[src/rtl/neuron_stream_loader_pkg.sv]
// Shared definitions for the neuron_stream_loader byte-stream front end:
// frame command encodings, loader FSM states and the PARAMS frame length.
package neuron_stream_loader_pkg;

  typedef enum logic [1:0] {
    CMD_WEIGHTS = 2'b00,
    CMD_INPUTS  = 2'b01,
    CMD_PARAMS  = 2'b10,
    CMD_STEP    = 2'b11
  } cmd_e;

  typedef enum logic [1:0] {
    S_IDLE   = 2'b00,
    S_LOAD   = 2'b01,
    S_COMMIT = 2'b10,
    S_STEP   = 2'b11
  } state_e;

  localparam int PARAM_BYTES = 3;

endpackage

[src/rtl/neuron_stream_loader_byte_shift_assembler.sv]
// Shadow register for the loader: each accepted byte lands in the byte lane
// selected by idx_i, so a frame is assembled LSB byte first.
module byte_shift_assembler #(
  parameter int WIDTH = 32,
  parameter int IDX_W = 3
) (
  input  logic             clk_i,
  input  logic             reset_i,
  input  logic             we_i,
  input  logic [IDX_W-1:0] idx_i,
  input  logic [7:0]       byte_i,
  output logic [WIDTH-1:0] shadow_o
);

  localparam int NBYTES = WIDTH / 8;

  logic [WIDTH-1:0] shadow_q;

  always_ff @(posedge clk_i) begin
    if (reset_i) begin
      shadow_q <= '0;
    end else if (we_i) begin
      for (int k = 0; k < NBYTES; k++) begin
        if (idx_i == IDX_W'(k)) shadow_q[8*k +: 8] <= byte_i;
      end
    end
  end

  assign shadow_o = shadow_q;

endmodule

[src/rtl/neuron_stream_loader.sv]
// Byte-stream loader feeding neuron_lif: assembles frames in a shadow register,
// commits them atomically to the active outputs and sequences STEP pulses.
module neuron_stream_loader
  import neuron_stream_loader_pkg::*;
#(
  parameter int SYNAPSES              = 32,
  parameter int MEMBRANE_BITS         = $clog2(SYNAPSES) + 2,
  parameter int THRESHOLD_BITS        = MEMBRANE_BITS - 1,
  parameter int BATCHNORM_ADDEND_BITS = MEMBRANE_BITS - 2
) (
  input  logic                                    clk_i,
  input  logic                                    reset_i,
  input  logic [1:0]                              cmd_i,
  input  logic [7:0]                              data_in_i,
  input  logic                                    data_valid_i,
  output logic                                    data_ready_o,
  output logic [SYNAPSES-1:0]                     weights_o,
  output logic [SYNAPSES-1:0]                     inputs_o,
  output logic [2:0]                              shift_o,
  output logic [3:0]                              batchnorm_factor_o,
  output logic signed [BATCHNORM_ADDEND_BITS-1:0] batchnorm_addend_o,
  output logic [THRESHOLD_BITS-1:0]               threshold_o,
  output logic                                    neuron_enable_o,
  input  logic                                    neuron_spike_i,
  output logic                                    spike_out_o,
  output logic                                    spike_valid_o,
  output logic                                    busy_o
);

  localparam int VEC_BYTES = SYNAPSES / 8;
  // At least 2 bits so a 3-byte PARAMS frame can be counted even when SYNAPSES=8.
  localparam int IDX_W = ($clog2(VEC_BYTES) + 1 < 2) ? 2 : $clog2(VEC_BYTES) + 1;
  localparam int SH_W  = (SYNAPSES > 8 * PARAM_BYTES) ? SYNAPSES : 8 * PARAM_BYTES;

  state_e           state_q, state_d;
  cmd_e             cmd_q, cmd_d;
  logic [IDX_W-1:0] idx_q, idx_d;
  logic [IDX_W-1:0] wr_idx;
  logic             wr_en, commit, xfer;
  logic [SH_W-1:0]  shadow;

  logic [SYNAPSES-1:0]                     weights_q, inputs_q;
  logic [2:0]                              shift_q;
  logic [3:0]                              bnf_q;
  logic signed [BATCHNORM_ADDEND_BITS-1:0] addend_q;
  logic [THRESHOLD_BITS-1:0]               thr_q;
  logic                                    spike_out_q, spike_valid_q;

  function automatic logic [IDX_W-1:0] last_idx(input cmd_e c);
    return (c == CMD_PARAMS) ? IDX_W'(PARAM_BYTES - 1) : IDX_W'(VEC_BYTES - 1);
  endfunction

  assign xfer = data_valid_i & data_ready_o;

  byte_shift_assembler #(.WIDTH(SH_W), .IDX_W(IDX_W)) u_shadow (
    .clk_i    (clk_i),
    .reset_i  (reset_i),
    .we_i     (wr_en),
    .idx_i    (wr_idx),
    .byte_i   (data_in_i),
    .shadow_o (shadow)
  );

  always_comb begin
    state_d         = state_q;
    cmd_d           = cmd_q;
    idx_d           = idx_q;
    wr_en           = 1'b0;
    wr_idx          = idx_q;
    commit          = 1'b0;
    data_ready_o    = 1'b0;
    neuron_enable_o = 1'b0;
    case (state_q)
      S_IDLE: begin
        data_ready_o = 1'b1;
        wr_idx       = '0;
        if (xfer) begin
          cmd_d = cmd_e'(cmd_i);
          idx_d = IDX_W'(1);
          if (cmd_e'(cmd_i) == CMD_STEP) begin
            state_d = S_STEP;
          end else begin
            wr_en   = 1'b1;
            state_d = (last_idx(cmd_e'(cmd_i)) == '0) ? S_COMMIT : S_LOAD;
          end
        end
      end
      S_LOAD: begin
        data_ready_o = 1'b1;
        if (xfer) begin
          wr_en = 1'b1;
          if (idx_q == last_idx(cmd_q)) state_d = S_COMMIT;
          else                          idx_d   = idx_q + IDX_W'(1);
        end
      end
      S_COMMIT: begin
        commit  = 1'b1;
        state_d = S_IDLE;
      end
      S_STEP: begin
        neuron_enable_o = 1'b1;
        state_d         = S_IDLE;
      end
      default: state_d = S_IDLE;
    endcase
  end

  always_ff @(posedge clk_i) begin
    if (reset_i) begin
      state_q <= S_IDLE;
      cmd_q   <= CMD_WEIGHTS;
      idx_q   <= '0;
    end else begin
      state_q <= state_d;
      cmd_q   <= cmd_d;
      idx_q   <= idx_d;
    end
  end

  // Active registers change only on COMMIT, and only the one named by the frame.
  always_ff @(posedge clk_i) begin
    if (reset_i) begin
      weights_q <= '0;
      inputs_q  <= '0;
      shift_q   <= '0;
      bnf_q     <= '0;
      thr_q     <= '0;
      addend_q  <= '0;
    end else if (commit) begin
      case (cmd_q)
        CMD_WEIGHTS: weights_q <= shadow[SYNAPSES-1:0];
        CMD_INPUTS:  inputs_q  <= shadow[SYNAPSES-1:0];
        CMD_PARAMS: begin
          shift_q  <= shadow[2:0];
          bnf_q    <= shadow[7:4];
          thr_q    <= shadow[8 +: THRESHOLD_BITS];
          addend_q <= $signed(shadow[16 +: BATCHNORM_ADDEND_BITS]);
        end
        default: ;
      endcase
    end
  end

  always_ff @(posedge clk_i) begin
    if (reset_i) begin
      spike_out_q   <= 1'b0;
      spike_valid_q <= 1'b0;
    end else begin
      spike_valid_q <= (state_q == S_STEP);
      if (state_q == S_STEP) spike_out_q <= neuron_spike_i;
    end
  end

  assign weights_o          = weights_q;
  assign inputs_o           = inputs_q;
  assign shift_o            = shift_q;
  assign batchnorm_factor_o = bnf_q;
  assign batchnorm_addend_o = addend_q;
  assign threshold_o        = thr_q;
  assign spike_out_o        = spike_out_q;
  assign spike_valid_o      = spike_valid_q;
  assign busy_o             = (state_q != S_IDLE);

endmodule

[config.mk]
export PLATFORM = sky130hd
export DESIGN_NAME = neuron_stream_loader
export DESIGN_NICKNAME = d
export VERILOG_FILES = /design/src/rtl/neuron_stream_loader_pkg.sv /design/src/rtl/neuron_stream_loader_byte_shift_assembler.sv /design/src/rtl/neuron_stream_loader.sv
export SDC_FILE = /design/constraint.sdc
export NUM_CORES = 1
export LEC_CHECK = 0
export ABC_AREA = 0
export BUFFER_PORTS_ARGS = -buffer_cell sky130_fd_sc_hd__buf_2
export CORE_MARGIN = 1
export CORE_UTILIZATION = 35
export DETAILED_ROUTE_END_ITERATION = 6
export PLACE_DENSITY = 0.61
export SETUP_SLACK_MARGIN = 0.05
export SYNTH_ARGS = -nofsm -noshare
export SYNTH_HDL_FRONTEND = slang
export SYNTH_SLANG_ARGS = --single-unit
[constraint.sdc]
create_clock -name clk_i -period 1.36 [get_ports clk_i]
set_clock_uncertainty 0.1 [all_clocks]
set_input_delay 0.204 -clock clk_i [delete_from_list [all_inputs] [get_ports clk_i]]
set_output_delay 0.204 -clock clk_i [all_outputs]
set_load 0.05 [all_outputs]
## After elaboration in Yosys (flattened, before gate mapping)

Cells that the tools add are included.

- Equality and inequality tests: 15
- Multiplexer cells: 20
- Add/subtract/negate cells: 1
- Reduce and logical (&&, ||, !) cells: 18
- Bitwise logic cells: 1

Operator list:

| operator | count |
|---|---|
| AND reduction 2 bit | 8 |
| two-way mux 3 bit | 4 |
| == test 2 bit (second input constant) | 5 |
| two-way mux 2 bit | 5 |
| two-way mux 1 bit | 8 |
| != test 2 bit (second input constant) | 4 |
| == test 3 x 2 -> 1 bit (second input constant) | 2 |
| zero test 3 bit | 2 |
| one-hot mux 2 bit (3 select lines) | 1 |
| one-hot mux 3 bit (2 select lines) | 1 |
| == test 2 x 1 -> 1 bit (second input constant) | 2 |
| zero test 2 bit | 2 |
| AND reduction 4 bit | 1 |
| nonzero test 2 bit | 2 |
| OR reduction 2 bit | 2 |
| adder 3 x 1 -> 3 bit (second input constant) | 1 |
| == test 3 x 1 -> 1 bit (second input constant) | 1 |
| == test 3 x 2 -> 1 bit | 1 |
| AND reduction 3 bit | 1 |
| one-hot mux 1 bit (2 select lines) | 1 |
| bitwise AND 1 bit | 1 |

- Output and inout port bits: 87
- Input port bits: 14
- Bits in registers: 123
- Word-level logic and storage cells: 70

## Logic depth before layout (Yosys ltp)

- Word-level depth: 7
- Mapped depth: 6
- Mapped depth without buffers: 4

## Cells and area by module

From an unflattened synthesis, not the netlist that was laid out.

- Cells, all modules: 536
- Area, all modules: 4610.7 µm²

By module, submodules not included:

| module | seq. area each (µm²) | instances | cells each | area each (µm²) |
|---|---|---|---|---|
| neuron_stream_loader | 1821.7 | 1 | 419 | 3303.2 |
| byte_shift_assembler | 640.6 | 1 | 117 | 1307.5 |

## Worst setup path after synthesis

OpenSTA, ideal clock, no wires.

- Kind: reg2reg
- Start: register state_q[0]
- End: register inputs_q[28] (netlist: inputs_o[28])
- Data required time: 1.128 ns
- Path buffers: 2
- Cell stages (with the launch flop): 7
- Arrival time: 1.271 ns
- Library setup time: 0.132 ns
- Path slack: -0.144 ns
- Period minus slack after synthesis: 1.504 ns
- Path through: dfxtp_1 nand2b_4 or3b_1 clkbuf_1 buf_2 nand2_1 a21oi_1

- Cells in the longest elaborated chain, start to end: 3

Ends and longest elaborated chain:

| what | line | RTL |
|---|---|---|
| start: declaration | neuron_stream_loader.sv:35 | `state_e state_q, state_d;` |
| start signal: assignment | neuron_stream_loader.sv:114 | `state_q <= state_d;` |
| == test 2 bit | neuron_stream_loader.sv:73 | `case (state_q)` |
| two-way mux 1 bit | neuron_stream_loader.sv:73 |  |
| AND reduction 2 bit (no line) | -- |  |
| end signal: assignment | neuron_stream_loader.sv:132 | `CMD_INPUTS: inputs_q <= shadow[SYNAPSES-1:0];` |
| end: declaration | neuron_stream_loader.sv:42 | `logic [SYNAPSES-1:0] weights_q, inputs_q;` |

No other way between the ends.
A chain may end at the register's enable or synchronous reset.

## Final worst setup path

- Start: register state_q[1]
- End: register u_shadow.shadow_q[23] (netlist: u_shadow.shadow_o[23])

- Cells in the longest elaborated chain, start to end: 7
- Elaborated cells between the ends (all ways): 11
- Classes of those cells: eq/ne: 2; mux: 5; bitwise: 1; reduce/logical: 3

Ends and longest elaborated chain:

| what | line | RTL |
|---|---|---|
| == test 2 x 1 -> 1 bit / zero test 2 bit (equally long branches) | neuron_stream_loader.sv:73 |  |
| OR reduction 2 bit (no line) | -- |  |
| two-way mux 1 bit | neuron_stream_loader.sv:73 |  |
| bitwise AND 1 bit | neuron_stream_loader.sv:53 | `assign xfer = data_valid_i & data_ready_o;` |
| two-way mux 1 bit, on equally long branches | neuron_stream_loader.sv:90, neuron_stream_loader.sv:77 |  |
| one-hot mux 1 bit (2 select lines) | neuron_stream_loader.sv:73 |  |
| AND reduction 2 bit (no line) (*) | -- |  |
| end signal: indexed assignment | neuron_stream_loader_byte_shift_assembler.sv:24 | `if (idx_i == IDX_W'(k)) shadow_q[8*k +: 8] <= byte_i;` |
| end: declaration | neuron_stream_loader_byte_shift_assembler.sv:17 | `logic [WIDTH-1:0] shadow_q;` |

Mark *: on every way between the ends. The rest lies on a longest branch, timed or not.

==> flow_summary.ini <==
[pwr]
total_power_mw = 8.62
p_clk_share_pct = 50.8
peakVddDrop_mv = 0.743
swShare_pct = 22.5
p_seq_share_pct = 43.0
switchingPower_mw = 1.94
p_int_mw = 6.69
powerDensity_nw_per_um2 = 1050
p_comb_share_pct = 6.2
leakage_nw = 3.46

[placement]
dp_hpwl_mm = 8.23
gp_congestion = 0.829
place_ws_ps = -160
portBuffers = 100

[cts]
cts_buffers = 17
cts_buffer_depth = 2
cts_tree = built
cts_root_buffer = clkbuf_16
clock_latency_ps = 410
path_clk_slew_ps = 50
htreeDepth = 4
clock_sinks = 123

[yosys]
synth_area_per_cell_sq_um = 8.47
synthesis.area_sq_um = 4440
ys_ff_latch = 123
ys_seq_area_share_pct = 55.5
yosys_warnings = 0
yosysUniqueCellTypes = 37
netlist_instances = 524
syn_nets = 539

[grt]
grt_usage_pct = 21.3
grt.met3_usage_pct = 6.67
grt_pass1_vias = 4002
antenna_found_initial = 0
grt_max_degree = 43
top_usage_layer = met2
grt.met2_usage_pct = 35.7
gr-usage-met1_pct = 25.4
overflow = 0
grt_pass1_wl_mm = 20.7

[final_layout]
n_antenna_cell = 0
syn_to_final_growth_pct = 85.7
layout-drive-gt1-share_pct = 65.0
final_net_count = 696

[floorplanning]
die-area_sq_um = 13100
initial_utilization_pct = 36.4
pin_count = 101
dieHeight_um = 115
core_area_sq_um = 12200
die_x_um = 115
fp-row-count = 40

[worst_setup_path]
slowest_delay_ps = 350
worstSetupPathType = reg2reg
required_ps = 1560
start_kind = register
arrival_ps = 1830
slowest_stage = dfxtp_4
end_kind = register
cp_max_fo = 8
crit_family = buffers and inverters
cp_common_cell = buf_6
crit_buf_inv = 3
cp_cell_sequence = buf_8, buf_6, nor3b_4, nand4b_1, buf_6, mux2i_1, nor2_1

[detailed_routing]
vias = 4440
drt_iter0_markers = 237
first_pass_iters = 4
viasPerCell = 5.16
drtAntennaViolNets = 0
drcViolationCount = 0
drt_wl_total_mm = 16.5
wire_per_inst_um = 19.2

[timing]
final-hold-violation-count = 0
maxSlewHeadroom_pct = 68.4
slew_violations = 0
rsz0062_at_grt = yes
fin_ws_ps = -270
min_period_ps = 1630
whs_ps = 48.2
clock.fmax_mhz = 613
setup_viol = 123
fin_crit_sh_pct = 120
worst_slew_pin_slew_ps = 474

[run]
maxCapViolations = 0

[outcome]
violations = negative setup slack
status = finished with violations

[min_path]
hp-class = in2reg
==> sequential cells by signal, indices dropped and copies added, names as in the netlist <==
name,count
cmd_q,2
batchnorm_addend_o,5
threshold_o,6
inputs_o,32
spike_out_o,1
state_q,2
spike_valid_o,1
shift_o,3
weights_o,32
idx_q,3
u_shadow.shadow_o,32
batchnorm_factor_o,4
==> per-stage QoR <==
stage          cell area (sq um)  cells  TNS (ps)  util (%)
3_5_place_dp                5380    788     -8770      44.0
6_report                    8240    860    -18340      67.5
4_1_cts                     6730    845    -15920      55.1
2_1_floorplan               4530    524     -4840         -
5_1_grt                     8240    860    -23180      67.5
3_3_place_gp                5380    788     -5270      44.0
==> final cells by class <==
type	count	area, sq um
repair buffers	174	1980
clock buffers	23	478
well taps	168	210
inverters	2	13.8
clock inverters	7	91.3
flip-flops and latches	123	2500
multi-input cells	363	2970
fillers	872	3970
==> worst register-to-register path: cells and delay by family (launching register included) <==
| family | cells | cell delay [ps] |
|---|---|---|
| buffers and inverters | 3 | 440 |
| flip-flops | 1 | 350 |
| multiplexers | 1 | 190 |
| AND/OR/NAND/NOR | 3 | 440 |
==> synth_stat cells, drive strengths merged <==
cell	count	area share (%)
nand2	171	14
dfxtp	123	55
a21oi	87	9.8
nor2	37	3.2
mux2i	32	7.2
clkbuf	20	1.7
buf	16	1.9
nand2b	5	0.87
nand3	3	0.45
nor3b	3	0.62
o21ai	3	0.34
a211oi	2	0.34
inv	2	0.17
nor2b	2	0.28
nor3	2	0.34
or2	2	0.28
a2111oi	1	0.23
a31oi	1	0.14
and2b	1	0.17
ha	1	0.28
nand3b	1	0.17
nand4	1	0.14
nand4b	1	0.20
nor4bb	1	0.23
o211ai	1	0.17
o32ai	1	0.20
or3	1	0.14
or3b	1	0.20
or4	1	0.17
xnor2	1	0.20
==> layer usage <==
layer / wire length (um) / vias up
met5: 0 / -
met4: 408 / 0
met3: 1140 / 32
met2: 8340 / 174
met1: 6630 / 2181
li1: - / 2053
==> repair_timing <==
action,in CTS,in global routing
setup buffers,15,12
pin swaps,15,130
gates cloned,9,12
resized for setup,138,402
endpoints found under the setup margin,188,152
endpoints found under the hold margin,3,0
hold buffers,3,0
==> placed cells by master, fill, tap and decap left out, types with 13 or more instances in the layout <==
cell type,count
dfxtp_1,102
nand2_4,79
a21oi_2,76
buf_4,62
buf_6,57
nand2_2,49
nand2_1,43
nor2_1,35
mux2i_1,30
clkbuf_16,27
buf_12,16
dfxtp_2,15
buf_2,13
==> power by group through the flow <==
stage / sequential (mW) / clock, mW / combinational (mW)
global route: 3.71 / 4.57 / 0.564
detailed placement: 3.76 / 0 / 0.348
floorplan: 3.76 / 0 / 0.194
CTS: 3.69 / 4.37 / 0.436
global placement: 3.76 / 0 / 0.340
finish: 3.70 / 4.38 / 0.536
==> path summary, 6_finish.rpt <==
kind                         start                    end  slack (ps)  cells past startpoint
max                     state_q[1]  u_shadow.shadow_o[23]        -270                      7
min                   data_in_i[5]  u_shadow.shadow_o[29]          50                      3
min reg2reg  batchnorm_factor_o[1]  batchnorm_factor_o[1]         360                      2
max reg2reg             state_q[1]  u_shadow.shadow_o[23]        -270                      7
==> logic make-up (layout without fill, tap and decap cells) <==
| kind of cell | count (synthesis) | count (layout) | share of synthesized area, % |
|---|---|---|---|
| buf+inv | 38 | 206 | 3.72 |
| xor+xnor | 1 | 1 | 0.197 |
| flops | 123 | 123 | 55.5 |
| simple gates | 233 | 233 | 21.9 |
| fa+ha+maj | 1 | 1 | 0.282 |
| mux | 32 | 32 | 7.22 |
| compound gates | 96 | 96 | 11.2 |
Power figures use the tool's default switching activity.
